<file path="src/rtl/button_conditioner.sv">
// Pushbutton front end: polarity fix, two-flop synchroniser and a debounce FSM per
// button, then a latched one-hot ALU selection and single-cycle press pulses.
module button_conditioner #(
  parameter int DEBOUNCE_CYCLES = 500000,
  parameter bit ACTIVE_LOW      = 1'b1
) (
  input  logic       clk,
  input  logic       rst_n,
  input  logic [3:0] btn_alu_raw,
  input  logic       btn_mode_raw,
  output logic [3:0] alu_level,
  output logic       alu_any,
  output logic [3:0] alu_sel,
  output logic       alu_new,
  output logic       mode_level,
  output logic       mode_pulse
);

  localparam int NB = 5;
  localparam int CW = (DEBOUNCE_CYCLES > 2) ? $clog2(DEBOUNCE_CYCLES) : 1;
  localparam logic [CW-1:0] CNT_MAX = CW'(DEBOUNCE_CYCLES - 1);

  typedef enum logic [1:0] {
    IDLE        = 2'd0,
    PRESS_CHK   = 2'd1,
    HELD        = 2'd2,
    RELEASE_CHK = 2'd3
  } btn_state_e;

  // Bits 3:0 are the ALU buttons, bit 4 is the mode button.
  logic [NB-1:0] pressed_raw;
  logic [NB-1:0] sync1_d, sync1_q;
  logic [NB-1:0] sync2_d, sync2_q;
  logic [NB-1:0] evt_d, evt_q;
  logic [NB-1:0] level_d, level_q;
  btn_state_e    state_d [NB];
  btn_state_e    state_q [NB];
  logic [CW-1:0] cnt_d   [NB];
  logic [CW-1:0] cnt_q   [NB];
  logic [3:0]    alu_sel_d, alu_sel_q;
  logic          alu_new_d, alu_new_q;
  logic          mode_pulse_d, mode_pulse_q;

  assign pressed_raw = ACTIVE_LOW ? ~{btn_mode_raw, btn_alu_raw} : {btn_mode_raw, btn_alu_raw};

  always_comb begin
    sync1_d = pressed_raw;
    sync2_d = sync1_q;
  end

  always_comb begin
    evt_d   = '0;
    level_d = '0;
    for (int i = 0; i < NB; i++) begin
      state_d[i] = state_q[i];
      cnt_d[i]   = cnt_q[i];
      level_d[i] = (state_q[i] == HELD) || (state_q[i] == RELEASE_CHK);
      case (state_q[i])
        IDLE: begin
          if (sync2_q[i]) begin
            state_d[i] = PRESS_CHK;
            cnt_d[i]   = '0;
          end
        end
        PRESS_CHK: begin
          if (!sync2_q[i]) begin
            state_d[i] = IDLE;
          end else if (cnt_q[i] == CNT_MAX) begin
            state_d[i] = HELD;
            evt_d[i]   = 1'b1;
          end else begin
            cnt_d[i] = cnt_q[i] + CW'(1);
          end
        end
        HELD: begin
          if (!sync2_q[i]) begin
            state_d[i] = RELEASE_CHK;
            cnt_d[i]   = '0;
          end
        end
        RELEASE_CHK: begin
          if (sync2_q[i]) begin
            state_d[i] = HELD;
          end else if (cnt_q[i] == CNT_MAX) begin
            state_d[i] = IDLE;
          end else begin
            cnt_d[i] = cnt_q[i] + CW'(1);
          end
        end
        default: state_d[i] = IDLE;
      endcase
    end
  end

  // Press events are registered once more so pulses align with the level rising.
  always_comb begin
    alu_sel_d    = alu_sel_q;
    alu_new_d    = |evt_q[3:0];
    mode_pulse_d = evt_q[4];
    if (|evt_q[3:0]) begin
      alu_sel_d = evt_q[3:0] & (~evt_q[3:0] + 4'd1);
    end
  end

  always_ff @(posedge clk or negedge rst_n) begin
    if (!rst_n) begin
      sync1_q      <= '0;
      sync2_q      <= '0;
      evt_q        <= '0;
      level_q      <= '0;
      alu_sel_q    <= '0;
      alu_new_q    <= 1'b0;
      mode_pulse_q <= 1'b0;
      for (int i = 0; i < NB; i++) begin
        state_q[i] <= IDLE;
        cnt_q[i]   <= '0;
      end
    end else begin
      sync1_q      <= sync1_d;
      sync2_q      <= sync2_d;
      evt_q        <= evt_d;
      level_q      <= level_d;
      alu_sel_q    <= alu_sel_d;
      alu_new_q    <= alu_new_d;
      mode_pulse_q <= mode_pulse_d;
      for (int i = 0; i < NB; i++) begin
        state_q[i] <= state_d[i];
        cnt_q[i]   <= cnt_d[i];
      end
    end
  end

  assign alu_level  = level_q[3:0];
  assign alu_any    = |level_q[3:0];
  assign alu_sel    = alu_sel_q;
  assign alu_new    = alu_new_q;
  assign mode_level = level_q[4];
  assign mode_pulse = mode_pulse_q;

endmodule
</file>
<file path="config.mk">
export PLATFORM = sky130hd
export DESIGN_NAME = button_conditioner
export DESIGN_NICKNAME = d
export VERILOG_FILES = /design/src/rtl/button_conditioner.sv
export SDC_FILE = /design/constraint.sdc
export NUM_CORES = 1
export LEC_CHECK = 0
export CAP_MARGIN = 15
export CORE_MARGIN = 3
export CORE_UTILIZATION = 55
export DETAILED_ROUTE_END_ITERATION = 10
export GPL_TIMING_DRIVEN = 0
export HOLD_SLACK_MARGIN = 0.12
export PLACE_DENSITY = 0.82
export SLEW_MARGIN = 0
export SYNTH_ARGS = -nofsm -noshare
export SYNTH_HDL_FRONTEND = slang
export SYNTH_SLANG_ARGS = --single-unit
</file>
<file path="constraint.sdc">
create_clock -name clk -period 2.1 [get_ports clk]
set_input_delay 0.315 -clock clk [delete_from_list [all_inputs] [get_ports clk]]
set_output_delay 0.315 -clock clk [all_outputs]
set_load 0.01 [all_outputs]
</file>
Word-level counts from Yosys, hierarchy flattened. Cells that the tools add are included.

Bits in registers: 131. Input bits: 7. Output and inout bits: 12. Word-level logic and storage cells: 178.

Add/subtract/negate cells: 6. Equality and inequality tests: 50. Multiplexer cells: 80. Bitwise logic cells: 3. Reduce and logical (&&, ||, !) cells: 22.

Operators with widths (number): 19-bit 2-to-1 mux (25); 19-bit case mux with 4 select lines (5); 19-bit by 1-bit adder with 19-bit output (second input constant) (5); 19-bit == test (second input constant) (5); 2-bit 2-to-1 mux (30); 2-bit != test (second input constant) (20); 2-bit case mux with 4 select lines (5); 4-bit AND reduction (10); 2-bit == test (second input constant) (10); 1-bit 2-to-1 mux (15); 3-bit by 2-bit != test with 1-bit output (second input constant) (5); 3-bit != test (second input constant) (5); 2-bit by 1-bit == test with 1-bit output (second input constant) (5); 2-bit logical NOT (5); 4-bit OR reduction (2); 1-bit logical OR (5); 5-bit NOT (1); 4-bit by 1-bit adder with 4-bit output (second input constant) (1); 4-bit bitwise AND (1); 4-bit NOT (1).

Longest topological paths before layout. Gate-level depths: netlist of the first run.

Word-level depth: 4. Gate-level depth with buffers: 7. Gate-level depth less buffers: 6.

Least setup slack after synthesis of the first run. OpenSTA, ideal clock, no wires.

Path kind: register to register. Start point: register cnt_q[57] in the netlist's numbering. End point: register with a tool-made name. Library setup time: 0.125 ns. Arrival time: 1.878 ns. Required time: 1.975 ns. Path slack: 0.097 ns. Stages on the path, launching flop included: 6. Path buffers: 0. Clock period less this slack: 2.003 ns. Path through: dfrtp_1 -> ha_1 -> nand4_1 -> nor4_1 -> nand2_1 -> mux2_2.

RTL lines: from (decl) (line 39) `logic [CW-1:0] cnt_q [NB];`; from (signal, indexed assignment) (line 128) `cnt_q[i] <= cnt_d[i];`.

Worst setup path in the final report of the first run.
Start point: register cnt_q[62] in the netlist's numbering. End point: register cnt_q[72] in the netlist's numbering.

Longest elaborated chain between the ends: 4. Elaborated cells between the ends (all ways): 6. Classes of those cells: add/sub (1); eq/ne (1); mux (4).

Ends and longest elaborated chain: 19-bit by 1-bit adder with 19-bit output / 19-bit == test (equally long branches); 19-bit 2-to-1 mux * (line 68, 84); 19-bit 2-to-1 mux, on equally long branches (line 82, 66); 19-bit case mux with 4 select lines * (line 58) `case (state_q[i])`.

Mark *: on every way between the ends. The rest lies on a longest branch, timed or not. The select of a mux whose other input is x is not followed. A chain may end at the register's enable or synchronous reset.

==> results.ini, run 1 <==
[timing]
finalCriticalPeriod_ps = 2041
fin_crit_sh = 0.9721
max_freq_mhz = 489.8
fin_skew_ps = 11.93
worst_slack_ps = 58.51
slew_headroom = 0.3937
hold_violations = 0
setup_viol = 0
worst_pin_slew_ps = 903.0
finalMaxSlewViolations = 0
rsz0062_at_grt = true

[synthesis]
synth_area_leaders = dfrtp_1 (51%), xor2_1 (5.5%), nor2_1 (4.7%)
yosys_warnings = 0
synth.avg_cell_area_sq_um = 9.600
synth_largest_area_cell = dfrtp_1
syn_nets = 681
synth_cells = 669
synthArstFlopShare = 1.000
synthFlopType = dfrtp_1
seq_area_frac_synth = 0.5104
syn_area_sq_mm = 0.006422
ys_ff_latch = 131
synthDistinctLibCells = 52
synth_top_cell_area_share = 0.5104
synth_edf_count = 0

[final_layout]
drive_gt1_frac = 0.1192
final_cells = 870
fillers = 812
area_growth_pct = 18.74
nNetsFinal = 731
final_core_util = 0.6854
antennaDiodeCount = 0

[cts]
clock_latency_ps = 410
cts.path.max_buffers = 2
h-tree-depth = 4
clock_tree.root_cell = clkbuf_16
cts_tree = yes
cts_buffers = 17
clkTransAtPathRegs_ps = 50
clkSinkCount = 131

[global_route]
antenna_found_initial = 0
grt_pass1_vias = 5132
grt_pass1_wl_microns = 23890
grt-ovfl-total = 0
grt_max_degree = 75
track_usage = 0.2262

[route]
route.detailed.wl_per_inst_microns = 16.06
drc = 0
routed_wl_microns = 13970
vias = 5241
drtAntennaViolNets = 0
drt_iter0_drc = 467
viasPerCell = 6.024
dr.pass1.iters = 6

[floorplan]
rows = 38
fp.dieW_microns = 114.1
die_y_microns = 114.1
ios = 19
dieArea_sq_mm = 0.01301
core-area_sq_mm = 0.01113
start_util = 0.5773

[pwr]
p_comb_frac = 0.052
p_leak_nw = 3.320
clkPwrFrac = 0.481
p_sw_frac = 0.2191
p_sw_mw = 1.263
power.density_mw_per_mm2 = 756.0
total_power_mw = 5.765
seqPwrFrac = 0.467
ir_drop_mv = 0.7729
intPower_mw = 4.502

[status]
status = finished clean

[placement]
pre_cts_slack_ps = -376.3
dpl.cell_count = 828
portBuffers = 18
place_congestion = 0.9026
hpwlAfterDp_microns = 8668

[critical_path]
path_class = reg2reg
critPathLaunchType = flop
cp.arrival_ps = 2380
crit_path_end_kind = flop
required_ps = 2440
path_max_fanout = 8

[job]
max_cap_viol_count = 0

[hold_path]
hold_class = reg2reg

==> Yosys cell counts (all sizes together) (5+ instances only) <==
library cell,instances
dfrtp,131
nor2,81
nand2,66
xor2,40
nand3,39
nand4,31
o21ai,28
a21oi,25
inv,25
clkbuf,21
nor3,19
nor4,16
o211ai,15
or3,15
xnor2,14
a22o,10
and3,9
or4,9
mux2,8
nand4b,6
ha,5
==> worst max-delay path, cell delays in order, from the launching register on <==
cell,delay (ps)
dfrtp_1,320
clkbuf_4,190
nand4_4,140
or4_1,500
buf_2,190
or4_1,430
nand2_1,90
a22o_1,120
==> through the flow <==
step	hold WS, ps	setup TNS [ps]	instance area, sq um
2_1_floorplan	19.41	0	6422
3_3_place_gp	334.5	-550270	6778
3_5_place_dp	312.9	-2087	6807
4_1_cts	346.3	0	7455
5_1_grt	352.0	-152.3	7626
6_report	345.7	0	7626
==> registers in the layout, indices dropped and copies added (netlist names), named ones only <==
| register | cells |
|---|---|
| sync1_q | 5 |
| alu_sel | 4 |
| state_q | 5 |
| sync2_q | 5 |
| evt_q | 5 |
| cnt_q | 95 |
| alu_new | 1 |
| level_q | 5 |
| mode_pulse | 1 |
==> cell usage in the layout, fill, tap and decap left out, drive strengths merged, types with 10 or more instances in the layout <==
cell type        n
dfrtp          131
nor2            81
nand2           66
clkbuf          42
xor2            40
nand3           39
nand4           31
o21ai           28
inv             25
a21oi           25
nor3            19
buf             19
clkdlybuf4s50   16
nor4            16
or3             15
o211ai          15
xnor2           14
a22o            10
==> layer usage <==
| layer | vias to the layer above | GRT usage | part of all wire |
|---|---|---|---|
| met5 | - | 0 | 0 |
| met4 | 0 | 0.07759 | 0.0092 |
| met3 | 13 | 0.05761 | 0.052 |
| met2 | 185 | 0.3739 | 0.51 |
| met1 | 2556 | 0.2917 | 0.43 |
| li1 | 2487 | - | - |
==> final timing paths <==
check | startpoint | to | slack (ps) | cells past startpoint
setup / recovery | cnt_q[62] | cnt_q[72] | 60 | 7
hold / removal | sync1_q[3] | sync2_q[3] | 350 | 0
setup reg to reg | cnt_q[62] | cnt_q[72] | 60 | 7
hold reg to reg | sync1_q[3] | sync2_q[3] | 350 | 0
max in group asynchronous | rst_n | cnt_q[63] | 910 | 3
min in group asynchronous | rst_n | cnt_q[44] | 450 | 2
==> power groups by stage <==
stage | logic, mW | clock network (mW) | registers [mW]
2_1_floorplan | 0.161 | 0 | 2.70
3_3_place_gp | 0.248 | 0 | 2.72
3_5_place_dp | 0.271 | 0 | 2.73
4_1_cts | 0.276 | 2.82 | 2.69
5_1_grt | 0.337 | 2.94 | 2.70
6_report | 0.297 | 2.77 | 2.69
==> what timing repair did <==
| action | 4_1_cts | 5_1_grt |
|---|---|---|
| pin swaps | 2 | 8 |
| gates resized for setup | 9 | 33 |
| gates cloned | 0 | 0 |
| hold buffers | 1 | 0 |
| setup buffers | 7 | 6 |
| endpoints found under the setup margin | 21 | 52 |
| hold endpoints to repair | 57 | 0 |
==> layout make-up <==
type,instances,area (sq um),share of cell area
Sequential cell,131,3282,0.4304
Buffer,23,108.9,0.01427
Timing Repair Buffer,33,319.1,0.04184
Multi-Input combinational cell,488,3095,0.4059
Clock inverter,6,80.08,0.01050
Clock buffer,24,471.7,0.06185
Inverter,25,93.84,0.01231
Tap cell,140,175.2,0.02297
==> kinds of logic (layout without fill, tap and decap cells) <==
| family | after synthesis | in the layout | synth area share |
|---|---|---|---|
| AND/OR/NAND/NOR | 320 | 320 | 0.2585 |
| flip-flops | 131 | 131 | 0.5104 |
| AO/OA/AOI/OAI | 97 | 97 | 0.09585 |
| XOR/XNOR | 54 | 54 | 0.07364 |
| buffers and inverters | 50 | 111 | 0.03156 |
| multiplexers | 12 | 12 | 0.02026 |
| adder cells (fa/ha/maj) | 5 | 5 | 0.009741 |
Power figures use the tool's default switching activity.
==> inputs of run 2 (changes only) <==
Settings changed: PLACE_DENSITY 0.82 to default, PLACE_DENSITY_LB_ADDON from default to 0.08.
==> run 2 against run 1 <==
Effect of this change:
- maximum frequency is 2.5% higher
- wire length fell by 6.3%
- core utilization is 0.81 points lower
- final cell count is 0.80% lower
- worst setup slack gained 49 ps
- clock skew down 3.6 ps
- worst hold slack gained 0.92 ps
- critical path type unchanged
- largest power group unchanged
==> results.ini, run 2 (synthesized netlist as in run 1, its figures left out) <==
[status]
status = finished clean  ; unchanged

[timing]
fin_skew_ps = 8.313  ; was 11.93 ps
setup_viol = 0  ; unchanged
max_freq_mhz = 502.0  ; was 489.8 MHz
fin_crit_sh = 0.9486  ; was 0.9721
slew_headroom = 0.4308  ; was 0.3937
hold_violations = 0  ; unchanged
finalCriticalPeriod_ps = 1992  ; was 2041 ps
tns_ps = 0  ; unchanged
worst_pin_slew_ps = 847.7  ; was 903.0 ps
finalMaxSlewViolations = 0  ; unchanged

[cts]
clkTransAtPathRegs_ps = 50  ; about the same
h-tree-depth = 4  ; unchanged
cts_buffers = 17  ; unchanged
cts_tree = yes  ; unchanged
cts.path.max_buffers = 2  ; unchanged
clock_latency_ps = 420  ; was 410 ps
clock_tree.root_cell = clkbuf_16  ; unchanged
clkSinkCount = 131  ; unchanged

[global_route]
use_met2 = 0.3376  ; was 0.3739
grt_pass1_wl_microns = 22630  ; was 23890 microns
grt_pass1_vias = 4845  ; was 5132
busiest_layer = met2  ; unchanged
grt_max_degree = 69  ; was 75
grtUsageMet3 = 0.05761  ; unchanged
grt-ovfl-total = 0  ; unchanged
met1_usage = 0.2922  ; was 0.2917
track_usage = 0.2161  ; was 0.2262
antenna_found_initial = 0  ; unchanged

[critical_path]
reg2reg_slack_ps = 110  ; was 60 ps
path_class = reg2reg  ; unchanged
cp_slowest_cell = dfrtp_1  ; was or4_1
crit_path_end_kind = flop  ; unchanged
cpPeakStageDelay_ps = 360  ; was 500 ps
critPathLaunchType = flop  ; unchanged
cp.arrival_ps = 2290  ; was 2380 ps
path_cells = clkbuf_1 > nor4bb_1 > nand4b_1 > or2_2 > nor2_1 > mux2_2  ; was clkbuf_4 > nand4_4 > or4_1 > buf_2 > or4_1 > nand2_1 > a22o_1
required_ps = 2400  ; was 2440 ps
path_max_fanout = 10  ; was 8
r2r_cells = 6  ; was 7
r2r-start = cnt_q[7]  ; was cnt_q[62]

[hold_path]
hold_class = reg2reg  ; unchanged
min_to = sync2_q[1]  ; was sync2_q[3]
hold_path_depth = 0  ; unchanged
worstHoldStart = sync1_q[1]  ; was sync1_q[3]

[placement]
portBuffers = 18  ; unchanged
place_congestion = 0.8803  ; was 0.9026
hpwlAfterDp_microns = 8558  ; was 8668 microns
dpl.cell_count = 828  ; unchanged

[job]
max_cap_viol_count = 0  ; unchanged

[route]
routed_wl_microns = 13100  ; was 13970 microns
drc = 0  ; unchanged
vias = 5041  ; was 5241
route.detailed.wl_per_inst_microns = 15.17  ; was 16.06 microns
drtAntennaViolNets = 0  ; unchanged
drt_iter0_drc = 351  ; was 467
dr.pass1.iters = 5  ; was 6
viasPerCell = 5.841  ; was 6.024

[pwr]
power.density_mw_per_mm2 = 754.1  ; was 756.0 mW/mm^2
ir_drop_mv = 0.9325  ; was 0.7729 mV
p_leak_nw = 3.288  ; was 3.320 nW

[floorplan]
start_util = 0.5773  ; unchanged
fp.dieW_microns = 114.1  ; unchanged
dieArea_sq_mm = 0.01301  ; unchanged
ios = 19  ; unchanged
core-area_sq_mm = 0.01113  ; unchanged
rows = 38  ; unchanged
die_y_microns = 114.1  ; unchanged

[final_layout]
drive_gt1_frac = 0.1037  ; was 0.1192
fillers = 876  ; was 812
area_growth_pct = 17.34  ; was 18.74%
largest_reg_flops = 95  ; unchanged
layout_commonest_cell = dfrtp_1  ; unchanged
final_cell_mix = dfrtp_1 (130), nor2_1 (81), nand2_1 (66), xor2_1 (40), nand3_1 (38)  ; was dfrtp_1 (128), nor2_1 (79), nand2_1 (66), xor2_1 (39), nand3_1 (38)
antennaDiodeCount = 0  ; unchanged
final_cells = 863  ; was 870
nNetsFinal = 725  ; was 731
largest_register = cnt_q  ; unchanged

-- run 2: cell count changes in the layout (fill, tap and decap cells not counted), sizes merged --
cell      change
clkinvlp      +1
clkbuf        +1
buf           -7
bufinv        -1
clkinv        -1
-- run 2: worst max-delay path by stage --
stage / from / end / slack, ps / cells past startpoint
after floorplan: cnt_q[57] / flop / 100 / 5
after global placement: rst_n / cnt_q[69] / -4380 / 1
after detailed placement: cnt_q[57] / flop / -360 / 5
after CTS: cnt_q[87] / cnt_q[79] / 10 / 5
after global routing: cnt_q[19] / cnt_q[24] / -20 / 7
final: cnt_q[7] / flop / 110 / 6
-- run 2: layout make-up --
class / count / area [sq um] / area share
tap: 140 / 175.2 / 0.02324
clock buffer: 24 / 491.7 / 0.06525
multi-input combinational: 488 / 3065 / 0.4068
sequential: 131 / 3279 / 0.4352
buffer: 23 / 107.6 / 0.01428
clock inverter: 5 / 52.55 / 0.006973
inverter: 25 / 93.84 / 0.01245
timing repair buffer: 27 / 270.3 / 0.03586
-- run 2: worst max-delay path, delay by kind of cell, from the launching register on --
kind | cells | cell delay (ps)
flip-flops | 1 | 360
multiplexers | 1 | 340
AND/OR/NAND/NOR | 4 | 960
buffers and inverters | 1 | 210
-- run 2: per-stage QoR --
stage	hold WS (ps)	setup slack, ps	util	cell area [sq um]	total power, mW
floorplan	19.41	97.42	-	6422	2.865
global placement	333.7	-4376	0.6092	6778	2.974
detailed placement	336.3	-358.1	0.6118	6807	2.996
CTS	348.1	14.92	0.6680	7432	5.748
global route	367.5	-22.54	0.6774	7536	5.893
finish	346.6	107.9	0.6774	7536	5.683
-- run 2: repair_timing --
item / 4_1_cts / 5_1_grt
endpoints found under the setup margin: 23 / 46
gates resized for setup: 9 / 22
hold endpoints to repair: 63 / 0
hold buffers: 1 / 0
pin swaps: 2 / 2
buffers inserted: 4 / 3
-- run 2: power breakdown --
group	switching (mW)	internal, mW	total, mW
Combinational	0.170	0.102	0.272
Clock	0.998	1.72	2.72
Sequential	0.0913	2.60	2.69
Total	1.26	4.42	5.68
-- run 2: metal layers --
metal	up-vias	wire length, microns
met3	18	604
met5	-	0
li1	2483	-
met1	2423	6075
met4	0	181
met2	117	6234
==> inputs of run 3 (changes only) <==
Settings changed: ABC_CLOCK_PERIOD_IN_PS from default to 2100, GPL_ROUTABILITY_DRIVEN from default to 0.
==> results of run 3 <==
Same layout as run 2: the final DEF is identical, and so are final timing and power.
